**src/rtl/pad_default_loader.sv**
```systemverilog
// Serial loader that shifts per-pad default configuration words into the pad control chain,
// then pulses serial_load; pads are held at tie levels until a load has completed.
module pad_default_loader #(
  parameter int unsigned NPADS   = 2,
  parameter int unsigned CFG_W   = 13,
  parameter int unsigned RST_CYC = 4
) (
  input  logic                   wb_clk_i,
  input  logic                   wb_rst_i,
  input  logic                   start,
  input  logic [NPADS*CFG_W-1:0] pad_defaults,
  output logic                   serial_resetn,
  output logic                   serial_clock,
  output logic                   serial_data,
  output logic                   serial_load,
  output logic                   pad_hold,
  output logic                   busy,
  output logic                   done
);

  localparam int unsigned NBITS = NPADS * CFG_W;
  localparam int unsigned BIT_W = (NBITS > 1) ? $clog2(NBITS) : 1;
  localparam int unsigned RC_W  = (RST_CYC > 1) ? $clog2(RST_CYC) : 1;

  localparam logic [BIT_W-1:0] BIT_LAST = BIT_W'(NBITS - 1);
  localparam logic [BIT_W-1:0] BIT_ONE  = BIT_W'(1);
  localparam logic [RC_W-1:0]  RC_LAST  = RC_W'(RST_CYC - 1);
  localparam logic [RC_W-1:0]  RC_ONE   = RC_W'(1);

  typedef enum logic [2:0] {
    StIdle,
    StChainRst,
    StShiftLo,
    StShiftHi,
    StLoad,
    StDone
  } state_e;

  state_e           state_q;
  logic [BIT_W-1:0] bit_idx_q;
  logic [RC_W-1:0]  rst_cnt_q;

  // Outputs are assigned on entry to each state so they are all flop outputs.
  always_ff @(posedge wb_clk_i or posedge wb_rst_i) begin
    if (wb_rst_i) begin
      state_q       <= StIdle;
      bit_idx_q     <= '0;
      rst_cnt_q     <= '0;
      serial_resetn <= 1'b0;
      serial_clock  <= 1'b0;
      serial_data   <= 1'b0;
      serial_load   <= 1'b0;
      pad_hold      <= 1'b1;
      busy          <= 1'b0;
      done          <= 1'b0;
    end else begin
      serial_load <= 1'b0;
      done        <= 1'b0;
      unique case (state_q)
        StIdle: begin
          serial_resetn <= 1'b1;
          serial_clock  <= 1'b0;
          if (start) begin
            state_q       <= StChainRst;
            serial_resetn <= 1'b0;
            rst_cnt_q     <= '0;
            busy          <= 1'b1;
            pad_hold      <= 1'b1;
          end
        end
        StChainRst: begin
          if (rst_cnt_q == RC_LAST) begin
            state_q       <= StShiftLo;
            serial_resetn <= 1'b1;
            bit_idx_q     <= BIT_LAST;
            serial_data   <= pad_defaults[NBITS-1];
          end else begin
            rst_cnt_q <= rst_cnt_q + RC_ONE;
          end
        end
        StShiftLo: begin
          state_q      <= StShiftHi;
          serial_clock <= 1'b1;
        end
        StShiftHi: begin
          serial_clock <= 1'b0;
          if (bit_idx_q == '0) begin
            state_q     <= StLoad;
            serial_load <= 1'b1;
          end else begin
            // Next bit is presented together with the falling shift clock.
            state_q     <= StShiftLo;
            bit_idx_q   <= bit_idx_q - BIT_ONE;
            serial_data <= pad_defaults[bit_idx_q - BIT_ONE];
          end
        end
        StLoad: begin
          state_q  <= StDone;
          done     <= 1'b1;
          pad_hold <= 1'b0;
        end
        StDone: begin
          state_q <= StIdle;
          busy    <= 1'b0;
        end
        default: state_q <= StIdle;
      endcase
    end
  end

endmodule
```
**config.mk**
```make
export PLATFORM = sky130hd
export DESIGN_NAME = pad_default_loader
export DESIGN_NICKNAME = d
export VERILOG_FILES = /design/src/rtl/pad_default_loader.sv
export SDC_FILE = /design/constraint.sdc
export NUM_CORES = 1
export LEC_CHECK = 0
export ABC_AREA = 1
export BUFFER_PORTS_ARGS = -buffer_cell sky130_fd_sc_hd__buf_2
export CORE_MARGIN = 3
export CORE_UTILIZATION = 47
export DETAILED_ROUTE_END_ITERATION = 7
export GPL_TIMING_DRIVEN = 1
export PLACE_DENSITY_LB_ADDON = 0.2
export SLEW_MARGIN = 20
export SYNTH_ARGS = -nofsm -noshare
export SYNTH_HDL_FRONTEND = slang
export SYNTH_SLANG_ARGS = --single-unit
```
**constraint.sdc**
```tcl
create_clock -name wb_clk_i -period 2.6 [get_ports wb_clk_i]
set_input_delay 0.39 -clock wb_clk_i [delete_from_list [all_inputs] [get_ports wb_clk_i]]
set_output_delay 0.39 -clock wb_clk_i [all_outputs]
set_load 0.01 [all_outputs]
```
# [Word-level counts from Yosys, hierarchy flattened]
# Index checks and enable logic that the tools add are counted.
[classes] order_cmp=1 eq_ne=10 reduce_logical=14 n_mux=25 n_addsub=2
[op_table] operator="3-bit case mux with 5 select lines" count=1
[op_table] operator="5-bit 2-to-1 mux" count=2
[op_table] operator="1-bit case mux with 2 select lines" count=5
[op_table] operator="5-bit case mux with 2 select lines" count=1
[op_table] operator="2-bit nonzero test" count=5
[op_table] operator="1-bit 2-to-1 mux" count=9
[op_table] operator="3-bit 2-to-1 mux" count=3
[op_table] operator="2-bit inequality test (second input constant)" count=4
[op_table] operator="2-bit AND reduction" count=4
[op_table] operator="3-bit by 2-bit equality test with 1-bit output (second input constant)" count=2
[op_table] operator="3-bit equality test (second input constant)" count=2
[op_table] operator="5-bit by 6-bit less-than comparator with 1-bit output (second input constant)" count=1
[op_table] operator="3-bit AND reduction" count=2
[op_table] operator="1-bit binary-select mux with 5-bit select" count=1
[op_table] operator="5-bit zero test" count=1
[op_table] operator="5-bit by 1-bit subtractor with 5-bit output (second input constant)" count=1
[op_table] operator="2-bit 2-to-1 mux" count=2
[op_table] operator="2-bit case mux with 2 select lines" count=1
[op_table] operator="3-bit by 1-bit equality test with 1-bit output (second input constant)" count=1
[op_table] operator="3-bit zero test" count=1
[op_table] operator="2-bit by 1-bit adder with 2-bit output (second input constant)" count=1
[op_table] operator="2-bit equality test (second input constant)" count=1
[op_table] operator="2-bit OR reduction" count=1
[totals] wordCells=62 output_inout_bits=7 regBits=17 inputBits=29

# [Logic depth before layout (Yosys ltp)]
# Gate-level depths: netlist of run 1.
[logic_depth] ltp_word=5 mapped_depth=14 depth_no_buf=11

# [Worst setup path before layout of run 1]
# OpenSTA, ideal clock, no wires.
[synth_timing] path_type="register to register" start="reg bit_idx_q[0]" end="reg serial_data" path_stages_with_launch=13 n_path_buf=2 period_less_slack_ns=1.766 slack_ns=0.834 required_time_ns=2.487 arrival_ns=1.653 setup_time_ns=0.113 cell_sequence="dfrtp_1 > buf_4 > inv_4 > buf_4 > ha_1 > nand3_1 > nor2_1 > nand3_1 > nand4_2 > inv_2 > or2_0 > nand2_1 > inv_1"
[synth_between] elab_chain_len=5 word_cells_on_any_way=8 classes_between="add/sub: 1; eq/ne: 1; mux: 4; reduce/logical: 2"
[synth_lines] item="start, declared" line="40" source="logic [BIT_W-1:0] bit_idx_q;"
[synth_lines] item="start signal, assigned" line="93" source="bit_idx_q <= bit_idx_q - BIT_ONE;"
[synth_lines] item="5-bit by 1-bit subtractor with 5-bit output" line="94" source="serial_data <= pad_defaults[bit_idx_q - BIT_ONE];"
[synth_lines] item="1-bit binary-select mux with 5-bit select" line="94"
[synth_lines] item="1-bit 2-to-1 mux (implied by the code)" line="94"
[synth_lines] item="1-bit 2-to-1 mux" line="87" source="if (bit_idx_q == '0) begin"
[synth_lines] item="1-bit case mux with 2 select lines" line="59" source="unique case (state_q)"
[synth_lines] item="end signal, assigned" line="76" source="serial_data <= pad_defaults[NBITS-1];"
[synth_lines] item="end signal, assigned" line="94"
[synth_lines] item="end, declared" line="14" source="output logic serial_data,"
# Several ways; a longest one is shown, not always the timed one. The select of a mux whose other input is x is not followed.
# A chain may end at the register's enable or synchronous reset.

# [Final worst setup path of run 1]
# Same ends and word-level chain as after synthesis.

==> impl_results.md, run 1 <==
* Reg2reg setup slack at 440 ps
* Rows at 17
* Filler cells at ~230
* Largest net degree at the start of global routing at 18
* Worst path arrival time at roughly 2400 ps
* IO Port Bufs at 35
* Layout cells sized above 1 at 0.239
* Final period util at 0.832
* Clock skew at ~5.5 ps
* Synth Flop Type: dfrtp_1
* Post-DRT Antenna Nets at 0
* RSZ-0062 raised after global routing: no
* Setup Fix Bufs, Post-CTS at 0
* DR DRC count at 0
* Max VDD drop at 0.000334 V
* First-pass DRT Iterations at 6
* Cell Area, Synth at 1150 um2
* Clock latency on the worst-skew pair at about 280 ps
* Chip Width at 55.4 um
* Root buf cell: clkbuf_4
* Sequential-to-total area share from yosys stat at 0.372
* Commonest cells post-synth: nand2_1, inv_1, nand3_1
* Fin area at 1360 um2
* Yosys warns at 0
* Final nets at 241
* Total GRT Usage at 0.170
* Synth area leader: dfrtp_1
* Clock Sink Count at 17
* #FFs+latches synth at 17
* Die ar. at 3070 um2
* CTS Buffer Depth at 2
* Initial drt markers at 23
* Outcome: finished, final reports clean
* Max cap viols at 0
* Fin. Hold Viols at 0
* CP endpoint: serial_data
* CTS tree: yes
* Ys async rst share at 1.00
* Pleak at between 0.7 and 0.8 nW
* Critical path fanouts, max at 16
* Worst-case reg-to-reg path depth at 11
* Post-synthesis cell type count at 25
* R2r endpoint: serial_data
* DP HPWL at 2000 um
* Synth top area share at 0.349
* Max-slew violation total from the final report at 0
* Worst-path clk slew at 90 ps
* Gr ovfl total at 0
* Worst-Margin Slew at 613 ps
* PD cells at 327 nW/um2
* R2R Path Start: bit_idx_q[0]
* Vias at 1124
* Depth of the CTS H-tree at 1
* Worst setup SP type: flop
* Number of synthesized flops with an enable pin at 0
* Crit path capture type: flop
* Critical path required time at 2790 ps
* Final core utilization at 0.601
* Rel. slew slack at 0.591
* Setup crit start: bit_idx_q[0]
* Slowest stage cell on the critical path: dfrtp_1
* Critical path type: flop to flop
* Vias in the first global route at 1083
* Area after DPL at around 1300 um2
* Placer Congestion at 0.791
* Initial antenna violation count at 0
* Die Ht at 55.4 um
* DR WL/cell at between 10 and 15 um
* Fin crit period at 2160 ps
* Vias per cell at between 4 and 5
* Critical Path, Cell by Cell: inv_4, ha_1, inv_1, nand3_1, nand3_1, nand3_1, nand2_1, nand2_1, nand3_1, nand2_1, inv_1
* Hold Crit Class: input port to asynchronous set/reset pin
* Final setup fails at 0
* Most common cell on crit path: nand3_1
* Num CTS Buffers at 3
* Post-synthesis area per instance at 6.59 um2
* Final setup TNS at 0 ps
* Area grow syn2layout at 18.2%
* Largest cells by area after synthesis: dfrtp_1, nand2_1, nand3_1
* Syn Inst Count at roughly 170
* Fmax at 463 MHz
* Pwr Total at around 440 uW
* Initial core utilization at 0.508
* Core box area at 2250 um2
* Most frequent cell after synthesis: nand2_1
* Post-CTS Hold Buffers at 0
* Wirelength, routed at 2430 um
* Antenna cells at 0
* Syn_nets at a little over 200
* Post-CTS Resized at 0
* Slowest stage delay, CP at about 680 ps
* I/O pin cnt at 36
* Global-route wire length before repair at between 4000 and 5000 um
worst min path at each step:
stage               slack [ps]           end      from
floorplan                  320  bit_idx_q[0]  wb_rst_i
global placement           450      pad_hold  pad_hold
detailed placement         450      pad_hold  pad_hold
CTS                        190  bit_idx_q[3]  wb_rst_i
global route               220  bit_idx_q[3]  wb_rst_i
finish                     170  bit_idx_q[3]  wb_rst_i
metal layers:
| layer | wire, um | track usage |
|---|---|---|
| met2 | 1220 | 0.319 |
| met1 | 1090 | 0.191 |
| met5 | 0 | 0 |
| met3 | 119 | 0.0374 |
| met4 | 0 | 0.0451 |
stage by stage:
step / setup WS [ps] / instances / hold WS [ps]
after floorplan: 834 / 174 / 315
after global placement: 530 / 233 / 451
after detailed placement: 426 / 233 / 451
after CTS: 425 / 237 / 190
after global routing: 180 / 237 / 216
final: 438 / 237 / 166
cells in the final DEF, fill, tap and decap left out, types with 2 or more instances in the layout:
master and n:
nand2_1 58, buf_2 35, inv_1 27, nand3_1 24, dfrtp_1 16, nor2_1 11, o21ai_0 6, inv_2 5
a21oi_1 3, clkbuf_4 3, nand2_2 2, o21ai_1 2, nor3_1 2, o22ai_1 2, ha_1 2
state kept, by name, indices dropped and copies added (netlist names):
name,count
bit_idx_q,5
rst_cnt_q,2
serial_resetn,1
done,1
busy,1
serial_load,1
state_q,3
pad_hold,1
serial_data,1
serial_clock,1
cells by family (layout without fill, tap and decap cells):
logic type                 count (synthesis)  in the layout  share of synthesized area
AOI/OAI and AO/OA                         16             16                     0.0797
buffers and inverters                     37             72                      0.134
adders and majority gates                  2              2                     0.0218
xor gates and xnor gates                   2              2                     0.0153
and+or+nand+nor                          100            100                      0.377
DFF                                       17             17                      0.372
report_power, final:
group,internal [mW],total [mW],switching [mW]
Combinational,0.0234,0.0448,0.0213
Sequential,0.265,0.265,0.000268
Clock,0.0595,0.133,0.0736
Total,0.348,0.443,0.0952
critical path, delay by kind of cell (launching register included):
family	cells	cell delay (ps)
buffers and inverters	3	370
adders and majority gates	1	480
DFF	1	680
and+or+nand+nor	7	540
area by class of cell:
cell class	count	area, um2	share of cell area
Timing Repair Buffer	35	175	0.129
Tap cell	28	35.0	0.0259
Clock buffer	4	26.3	0.0194
Inverter	33	126	0.0933
Sequential cell	17	427	0.315
Multi-Input combinational cell	120	566	0.417
(Power assumes the default switching activity.)
==> inputs of run 2 (changes only) <==
Settings changed: ABC_AREA 1 to 0, CORE_UTILIZATION 47 to 45.
Clock period 2.6 ns to 1.8 ns, I/O delays scaled along.
==> impl_results.md, run 2 <==
* Gr ovfl total at 0 (unchanged)
* Critical path type: flop to flop (unchanged)
* Vias at 1086 (was 1124)
* R2R Path Start: bit_idx_q[0] (unchanged)
* Synth Flop Type: dfrtp_1 (unchanged)
* Placer Congestion at 0.810 (was 0.791)
* WHS at 50.1 ps (was 166 ps)
* Final cell count without fillers at 187 (was 237)
* Post-synthesis area per instance at 9.77 um2 (was 6.59 um2)
* I/O pin cnt at 36 (unchanged)
* Post-synthesis cell type count at 36 (was 25)
* Max-slew violation total from the final report at 0 (unchanged)
* Depth of the CTS H-tree at 1 (unchanged)
* Rows at 17 (unchanged)
* Largest net degree at the start of global routing at 18 (unchanged)
* Slowest stage delay, CP at 520 ps (was 680 ps)
* Critical path required time at 1990 ps (was 2790 ps)
* Max cap viols at 0 (unchanged)
* Num CTS Buffers at 3 (unchanged)
* Sequential-to-total area share from yosys stat at 0.383 (was 0.372)
* Worst path arrival time at 2190 ps (was 2350 ps)
* Worst-Margin Slew at 665 ps (was 613 ps)
* Synth area leader: dfrtp_1 (unchanged)
* Area after DPL at 1380 um2 (was 1330 um2)
* Cell Area, Synth at 1110 um2 (was 1150 um2)
* Core box area at 2280 um2 (was 2250 um2)
* Crit path capture type: flop (unchanged)
* CTS tree: yes (unchanged)
* Clock skew at 5.85 ps (was 5.46 ps)
* Critical Path, Cell by Cell: inv_6, ha_4, mux4_2, o211ai_1, a211oi_1, o32a_1 (was inv_4, ha_1, inv_1, nand3_1, nand3_1, nand3_1, nand2_1, nand2_1, nand3_1, nand2_1, inv_1)
* Layout cells sized above 1 at 0.396 (was 0.239)
* Delay-heaviest family, CP: compound AO/OA/AOI/OAI gates (was flip-flops)
* Pleak at 0.696 nW (was 0.793 nW)
* Rel. slew slack at 0.556 (was 0.591)
* Filler cells at 205 (was 228)
* Initial core utilization at 0.489 (was 0.508)
* Worst-path clk slew at 100 ps (was 90 ps)
* Yosys warns at 0 (unchanged)
* Worst setup margin at -204 ps (was 438 ps)
* Hold Crit Class: input port to asynchronous set/reset pin (unchanged)
* PD cells at 451 nW/um2 (was 327 nW/um2)
* Initial drt markers at 16 (was 23)
* Slowest stage cell on the critical path: mux4_2 (was dfrtp_1)
* Placed cells at 180 (was 233)
* First-pass DRT Iterations at 4 (was 6)
* Max reg flops at 5 (unchanged)
* Outcome: complete, but fails checks (was finished, final reports clean)
* Clock Sink Count at 17 (unchanged)
* DP HPWL at 2150 um (was 2000 um)
* Die Ht at 55.7 um (was 55.4 um)
* Fin area at 1440 um2 (was 1360 um2)
* Worst-case reg-to-reg path depth at 6 (was 11)
* Critical path depth in cells at 6 (was 11)
* CTS Buffer Depth at 2 (unchanged)
* CP endpoint: serial_data (unchanged)
* RSZ-0062 raised after global routing: yes (was no)
* Final period util at 1.11 (was 0.832)
* Die ar. at 3110 um2 (was 3070 um2)
* Clock latency on the worst-skew pair at 300 ps (was 280 ps)
* Final setup fails at 1 (was 0)
* Root buf cell: clkbuf_4 (unchanged)
* Commonest cells post-synth: dfrtp_1, o21ai_0, nor2_1 (was nand2_1, inv_1, nand3_1)
* Commonest non-fill, non-tap cell in the layout: buf_2 (was nand2_1)
* R2r endpoint: serial_data (unchanged)
* Ys async rst share at 1.00 (unchanged)
* Synth top area share at 0.360 (was 0.349)
* Reg2reg setup slack at -200 ps (was 440 ps)
* IO Port Bufs at 35 (unchanged)
* Wirelength, routed at 2660 um (was 2430 um)
* Worst setup SP type: flop (unchanged)
* Largest cells by area after synthesis: dfrtp_1, mux4_1, o21ai_0 (was dfrtp_1, nand2_1, nand3_1)
* Global-route wire length before repair at 4790 um (was 4340 um)
* Regs by FF count: bit_idx_q (5), state_q (3), rst_cnt_q (2) (unchanged)
* Chip Width at 55.7 um (was 55.4 um)
* Vias per cell at 5.81 (was 4.74)
* #FFs+latches synth at 17 (unchanged)
* Post-CTS Hold Buffers at 0 (unchanged)
* Buffers plus inverters on the worst setup path at 1 (was 3)
* DR DRC count at 0 (unchanged)
* Max VDD drop at 0.000261 V (was 0.000334 V)
* Final nets at 191 (was 241)
* Post-DRT Antenna Nets at 0 (unchanged)
* Setup crit start: bit_idx_q[0] (unchanged)
* Fmax at 499 MHz (was 463 MHz)
* Area grow syn2layout at 29.6% (was 18.2%)
* Number of synthesized flops with an enable pin at 0 (unchanged)
* Syn_nets at 145 (was 205)
* Most frequent cells in the layout: buf_2, dfrtp_1, o21ai_0, buf_4, nor2_1 (was nand2_1, buf_2, inv_1, nand3_1, dfrtp_1)
* Fin. Hold Viols at 0 (unchanged)
* Most frequent cell after synthesis: dfrtp_1 (was nand2_1)
* Initial antenna violation count at 0 (unchanged)
* Largest reg by FF count: bit_idx_q (unchanged)
* Pwr Total at 651 uW (was 443 uW)
* Critical path fanouts, max at 8 (was 16)
* Fin crit period at 2000 ps (was 2160 ps)
* Failing checks: setup timing
* Antenna cells at 0 (unchanged)
* Syn Inst Count at 114 (was 174)
* Vias in the first global route at 1156 (was 1083)
* DR WL/cell at 14.2 um (was 10.3 um)
* Total GRT Usage at 0.194 (was 0.170)
-- run 2: power by group --
| part | switching [mW] | leakage (nW) | internal (mW) |
|---|---|---|---|
| sequential | 0.000584 | 0.200 | 0.383 |
| combinational | 0.0211 | 0.481 | 0.0359 |
| clock | 0.124 | 0.0150 | 0.0863 |
| total | 0.146 | 0.696 | 0.505 |
-- run 2: what timing repair did --
action                                 4_1_cts  5_1_grt
gates cloned                                 0        0
pin swaps                                    4        1
buffers inserted                             2        1
setup endpoints to repair                    1        5
gates resized for setup                      2        2
endpoints found under the hold margin        0        0
-- run 2: cells by family (layout without fill, tap and decap cells) --
group,count (synthesis),count (layout),share of synthesized area
compound gates,34,34,0.188
simple gates,33,33,0.145
flops,17,17,0.383
buf+inv,14,59,0.0483
mux,10,10,0.175
xor+xnor,4,4,0.0382
fa+ha+maj,2,2,0.0225
-- run 2: per-stage QoR --
stage	utilization	setup TNS, ps	setup WS (ps)
after detailed placement	0.605	-225	-225
final	0.634	-204	-204
after global routing	0.634	-317	-283
after global placement	0.605	-181	-181
after floorplan	-	-256	-256
after CTS	0.630	-222	-222
-- run 2: layout make-up --
type                            count  area [um2]  area share
Timing Repair Buffer               48         273       0.189
Inverter                            7        31.3      0.0217
Sequential cell                    17         428       0.297
Tap cell                           28        35.0      0.0243
Clock buffer                        4        26.3      0.0182
Multi-Input combinational cell     83         649       0.450
-- run 2: layer usage --
| layer | routed length, um | up-vias | GRT usage |
|---|---|---|---|
| met2 | 1350 | 44 | 0.372 |
| met3 | 162 | 9 | 0.0348 |
| li1 | - | 518 | - |
| met1 | 1080 | 515 | 0.198 |
| met4 | 72 | 0 | 0.0938 |
| met5 | 0 | - | 0 |
-- run 2: worst min path at each step --
stage / slack [ps] / from / cells after the start / endpoint
6_report: 50 / wb_rst_i / 2 / state_q[0]
5_1_grt: 120 / wb_rst_i / 2 / rst_cnt_q[0]
4_1_cts: 80 / wb_rst_i / 2 / state_q[0]
3_5_place_dp: 400 / wb_rst_i / 2 / done
3_3_place_gp: 380 / wb_rst_i / 2 / done
2_1_floorplan: 200 / wb_rst_i / 1 / bit_idx_q[0]
